`config.mk`:
```
export PLATFORM = sky130hd
export DESIGN_NAME = buffer_ptr_ctrl
export DESIGN_NICKNAME = d
export VERILOG_FILES = /design/src/rtl/buffer_pkg.sv /design/src/rtl/buffer_ptr_ctrl_ptr_counter.sv /design/src/rtl/buffer_ptr_ctrl.sv
export SDC_FILE = /design/constraint.sdc
export NUM_CORES = 1
export LEC_CHECK = 0
export ABC_AREA = 1
export CORE_AREA = 2 2 39 41
export CTS_CLUSTER_SIZE = 30
export DETAILED_ROUTE_END_ITERATION = 10
export DIE_AREA = 0 0 41 43
export PLACE_DENSITY = 0.67
export SLEW_MARGIN = 5
export SYNTH_ARGS = -nofsm -noshare
export SYNTH_HDL_FRONTEND = slang
export SYNTH_SLANG_ARGS = --single-unit
```
`constraint.sdc`:
```
create_clock -name clk -period 1.85 [get_ports clk]
set_clock_uncertainty 0.05 [all_clocks]
set_input_delay 0.555 -clock clk [delete_from_list [all_inputs] [get_ports clk]]
set_output_delay 0.555 -clock clk [all_outputs]
set_load 0.02 [all_outputs]
```
`src/rtl/buffer_pkg.sv`:
```
// Shared sizing for the buffer pointer controller: default address width,
// depth derivation and pointer width (address plus one wrap bit).
package buffer_pkg;

  localparam int BUFFER_WIDTH_DEF = 2;

  function automatic int buf_depth(input int bw);
    return 1 << bw;
  endfunction

  function automatic int ptr_width(input int bw);
    return bw + 1;
  endfunction

  localparam int DEPTH_DEF = buf_depth(BUFFER_WIDTH_DEF);
  localparam int PTR_W_DEF = ptr_width(BUFFER_WIDTH_DEF);

endpackage

```
`src/rtl/buffer_ptr_ctrl_ptr_counter.sv`:
```
// Free-running pointer with enable; natural binary rollover wraps the
// address and toggles the MSB wrap bit on the same edge.
module ptr_counter #(
  parameter int W = buffer_pkg::PTR_W_DEF
) (
  input  logic         clk,
  input  logic         rst,
  input  logic         en,
  output logic [W-1:0] ptr
);

  always_ff @(posedge clk or posedge rst) begin
    if (rst)     ptr <= '0;
    else if (en) ptr <= ptr + W'(1);
  end

endmodule

```
`src/rtl/buffer_ptr_ctrl.sv`:
```
// Read/write pointer control for a 2**BufferWidth entry buffer.
// Define BUFFER_PTR_CTRL_ERR_EN to enable sticky Overflow/Underflow flags.
module buffer_ptr_ctrl
  import buffer_pkg::*;
#(
  parameter int BufferWidth = BUFFER_WIDTH_DEF
) (
  input  logic                   clk,
  input  logic                   rst,
  input  logic                   Push,
  input  logic                   Pop,
  input  logic                   ErrClr,
  output logic [BufferWidth-1:0] W_Addr,
  output logic [BufferWidth-1:0] R_Addr,
  output logic                   W_En,
  output logic                   R_En,
  output logic                   Full,
  output logic                   Empty,
  output logic [BufferWidth:0]   Count,
  output logic                   Overflow,
  output logic                   Underflow
);

  localparam int PtrW = ptr_width(BufferWidth);

  logic [PtrW-1:0] wptr, rptr;
  logic            ovf_evt, unf_evt;

  ptr_counter #(.W(PtrW)) u_wptr (.clk(clk), .rst(rst), .en(W_En), .ptr(wptr));
  ptr_counter #(.W(PtrW)) u_rptr (.clk(clk), .rst(rst), .en(R_En), .ptr(rptr));

  assign W_Addr = wptr[BufferWidth-1:0];
  assign R_Addr = rptr[BufferWidth-1:0];
  assign Empty  = (wptr == rptr);
  assign Full   = (W_Addr == R_Addr) && (wptr[BufferWidth] != rptr[BufferWidth]);
  assign Count  = wptr - rptr;

  // A pop frees a slot in the same cycle, so a push against Full still lands.
  assign W_En = Push & (~Full | Pop);
  assign R_En = Pop & ~Empty;

  assign ovf_evt = Push & ~W_En;
  assign unf_evt = Pop & ~R_En;

`ifdef BUFFER_PTR_CTRL_ERR_EN
  // A fresh event outranks a clear in the same cycle.
  always_ff @(posedge clk or posedge rst) begin
    if (rst) begin
      Overflow  <= 1'b0;
      Underflow <= 1'b0;
    end else begin
      if (ovf_evt)     Overflow <= 1'b1;
      else if (ErrClr) Overflow <= 1'b0;
      if (unf_evt)     Underflow <= 1'b1;
      else if (ErrClr) Underflow <= 1'b0;
    end
  end
`else
  logic unused_err;
  assign unused_err = ErrClr ^ ovf_evt ^ unf_evt;
  assign Overflow   = 1'b0;
  assign Underflow  = 1'b0;
`endif

endmodule

```
Word level (Yosys, flattened, before mapping):

Cells that the tools add are included.
Widths: inputs -> output; s select.

* bitwise operators: 5
* reduce and logical (&&, ||, !) cells: 1
* equal/unequal tests: 3
* $add $sub $neg: 3

Operators by type and width (count)
* $add 3x1->3 const B: 2
* $eq 3x3->1: 1
* $sub 3x3->3: 1
* $and 1x1->1: 2
* $eq 2x2->1: 1
* $not 1->1: 2
* $logic_and 1x1->1: 1
* $ne 1x1->1: 1
* $or 1x1->1: 1

* logic and storage cells: 14
* output and inout bits: 13
* register bits: 6
* input port bits: 5

Logic depth before layout (Yosys ltp):

* depth after elaboration: 5
* mapped depth: 8
* mapped depth without buffers: 8

By module:

Synthesis repeated with hierarchy kept, for this count alone.

* cell total of the unflattened synthesis: 55
* area, all modules: 420.4 um2

Modules (own cells, without submodules)
* ptr_counter: area an instance 136.4 um2, seq. area each 75.1 um2, times used 2, cells an instance 15
* buffer_ptr_ctrl: area an instance 147.6 um2, seq. area each 0.0 um2, times used 1, cells an instance 25

Least setup slack after synthesis:

OpenSTA, ideal clock, no wires.

* path type: reg2out
* start: register u_wptr.ptr[0]
* end: output Count[2]
* stages on the path, launching flop included: 6
* buffers on the path: 0
* required time: 1.245 ns
* data arrival time: 1.403 ns
* path slack: -0.158 ns
* cells stage by stage: dfrtp_1 -> inv_1 -> ha_1 -> inv_1 -> fa_1 -> xnor2_1

* word-level cells in the longest chain between the ends: 1

Ends and longest elaborated chain
* start: declaration: line buffer_ptr_ctrl_ptr_counter.sv:9 `output logic [W-1:0] ptr`
* start signal: assignment: line buffer_ptr_ctrl_ptr_counter.sv:14 `else if (en) ptr <= ptr + W'(1);`
* $sub 3x3->3: line buffer_ptr_ctrl.sv:36 `assign Count = wptr - rptr;`
* end: declaration: line buffer_ptr_ctrl.sv:19 `output logic [BufferWidth:0] Count,`

No other way between the ends.

Final worst setup path:

* start: register u_wptr.ptr[1]
* end: output Count[2]

The elaborated chain is that of the path after synthesis.

==> flow_summary.toml <==
[grt]
grt_pass1_vias = 462
grt_pass1_wl_um = 1880
grt_antenna_before_repair = 0
grt_usage_pct = 15.8
overflow = 0
grt_max_degree = 7

[cells_and_area]
layout-area-overhead-vs-synth_pct = 69.9
finish.instance_area_um2 = 806
final_common_cell = "buf_4"
antenna_cells = 0
layout_common_cells = "17 x buf_4, 15 x nand2_1, 6 x inv_2, 6 x buf_6, 6 x dfrtp_1"
drive_gt1_share_pct = 51.1
nets = 102

[cts]
clk_latency_ps = 240
cts_sinks = 6
cts_buffers = 3
htree_levels = 1
clockRootBuffer = "clkbuf_4"
postCtsHoldBufs = 0
clkTransAtPathRegs_ps = 40
clk_path_buf_depth = 2
cts_tree = "built"

[run_status]
status = "finished, violations left"
violations = "negative setup slack"

[placed_design]
dpl.hpwl_um = 783
portBuffers = 14
gp_congestion = 0.740
placed_cell_area_um2 = 701
place_ws_ps = -609

[min_path]
hold_path.class = "in -> async"

[drt]
wl_per_cell_um = 9.73
vias = 442
ant_nets = 0
avgViaCountPerCell = 4.17
drt_wl_total_um = 1030
drtIter0Drc = 4
drc = 0
dr.pass1.iters = 4

[setup_path]
worst-path-buf-inv = 2
arrival_ps = 1500
critical_path.max_fanout = 2
crit_chain = "buf_4, fa_2, xnor2_2, buf_4"
worstPathRequired_ps = 1240
worstSetupStartpointType = "register"
crit_type = "reg -> out"
cpMostUsedCell = "buf_4"
cp_top_family = "flip-flops"
critPathSlowestCell = "dfrtp_1"
cp_slowest_stage_delay_ps = 420
rrSetupSlack_ps = 380
end_kind = "output port"

[floorplan]
core_area_um2 = 1380
die_x_um = 41
dieArea_um2 = 1760
rows = 14
io_pins = 18
initial_core_util_pct = 34.3
die_h_um = 43

[timing]
rsz0062_at_grt = "yes"
fin_ws_ps = -254
max_freq_mhz = 475
period_needed_ps = 2100
report.final.slew_viol_count = 0
finalSetupViolCount = 6
post-route-period-util_pct = 114
finalHoldViolCount = 0

[run]
cap_viol_max_count = 0

[synth]
synth.avg_cell_area_um2 = 7.77
syn-cell-area_um2 = 474
ys_types = 14
ys_ff_latch = 6
synthCells = 61
yosys_warnings = 0
yosysSeqAreaShare_pct = 31.7
worst register-to-register path: cells and delay by family, from the launching register on:
family / cells / cell delay (ps)
DFF: 1 / 380
buffers and inverters: 4 / 410
and+or+nand+nor: 5 / 320
adders and majority gates: 1 / 210
final cells by class:
type                    count  area [um^2]
inverters                  12         47.5
flip-flops and latches      6          150
repair buffers             31          260
fillers                   120          578
multi-input cells          38          305
well taps                  16         20.0
clock buffers               3         22.5
state kept, by name, summed over array words and instances (netlist names):
register	cells
u_rptr.ptr	3
u_wptr.ptr	3
stage by stage:
stage | cells | utilization [%] | TNS [ps] | hold slack, ps
after global placement | 99 | 50.6 | -2880 | 508
after CTS | 104 | 57.6 | -876 | 478
after floorplan | 62 | - | 0 | 296
final | 106 | 58.2 | -900 | 473
after detailed placement | 99 | 50.6 | -2950 | 509
after global routing | 106 | 58.2 | -1210 | 506
repair_timing:
action,4_1_cts,5_1_grt
endpoints found under the setup margin,11,8
gates resized for setup,62,3
setup buffers,2,2
pin swaps,5,1
Yosys cell counts:
cell / n / area share [%]
nor2_1: 1 / 0.79
inv_1: 12 / 9.5
xor2_1: 2 / 3.7
nand2_2: 3 / 4.0
nand3b_1: 1 / 1.6
ha_1: 4 / 11
dfrtp_1: 6 / 32
conb_1: 1 / 0.79
nand3_2: 1 / 2.1
buf_4: 6 / 9.5
xnor2_1: 2 / 3.7
nand3_1: 5 / 5.3
nand2_1: 16 / 13
fa_1: 1 / 4.2
path summary, 6_finish.rpt:
path,start,cells past startpoint,to
min reg2reg,u_wptr.ptr[0],3,u_wptr.ptr[0]
max in group asynchronous,rst,2,u_rptr.ptr[1]
min in group clk,u_wptr.ptr[0],3,u_wptr.ptr[0]
max reg2reg,u_rptr.ptr[1],10,u_wptr.ptr[1]
max,u_wptr.ptr[1],4,Count[2]
min,rst,2,u_wptr.ptr[0]
logic make-up (layout without fill, tap and decap cells):
group / count (synthesis) / after routing / synth area share, %
and+or+nand+nor: 27 / 27 / 26.4
buffers and inverters: 18 / 46 / 19.0
DFF: 6 / 6 / 31.7
adders and majority gates: 5 / 5 / 14.8
other: 1 / 2 / 0.791
xor gates and xnor gates: 4 / 4 / 7.39
metal layers:
layer,track usage [%],up-vias,part of all wire (%)
met5,0,-,0
met4,8.00,0,0
met3,3.14,0,3.7
met2,27.2,7,57
met1,16.9,204,39
li1,-,231,-
Power is left out: the tool's default activity adds up to more than one toggle a clock period on the data nets, which glitch-free logic cannot reach.
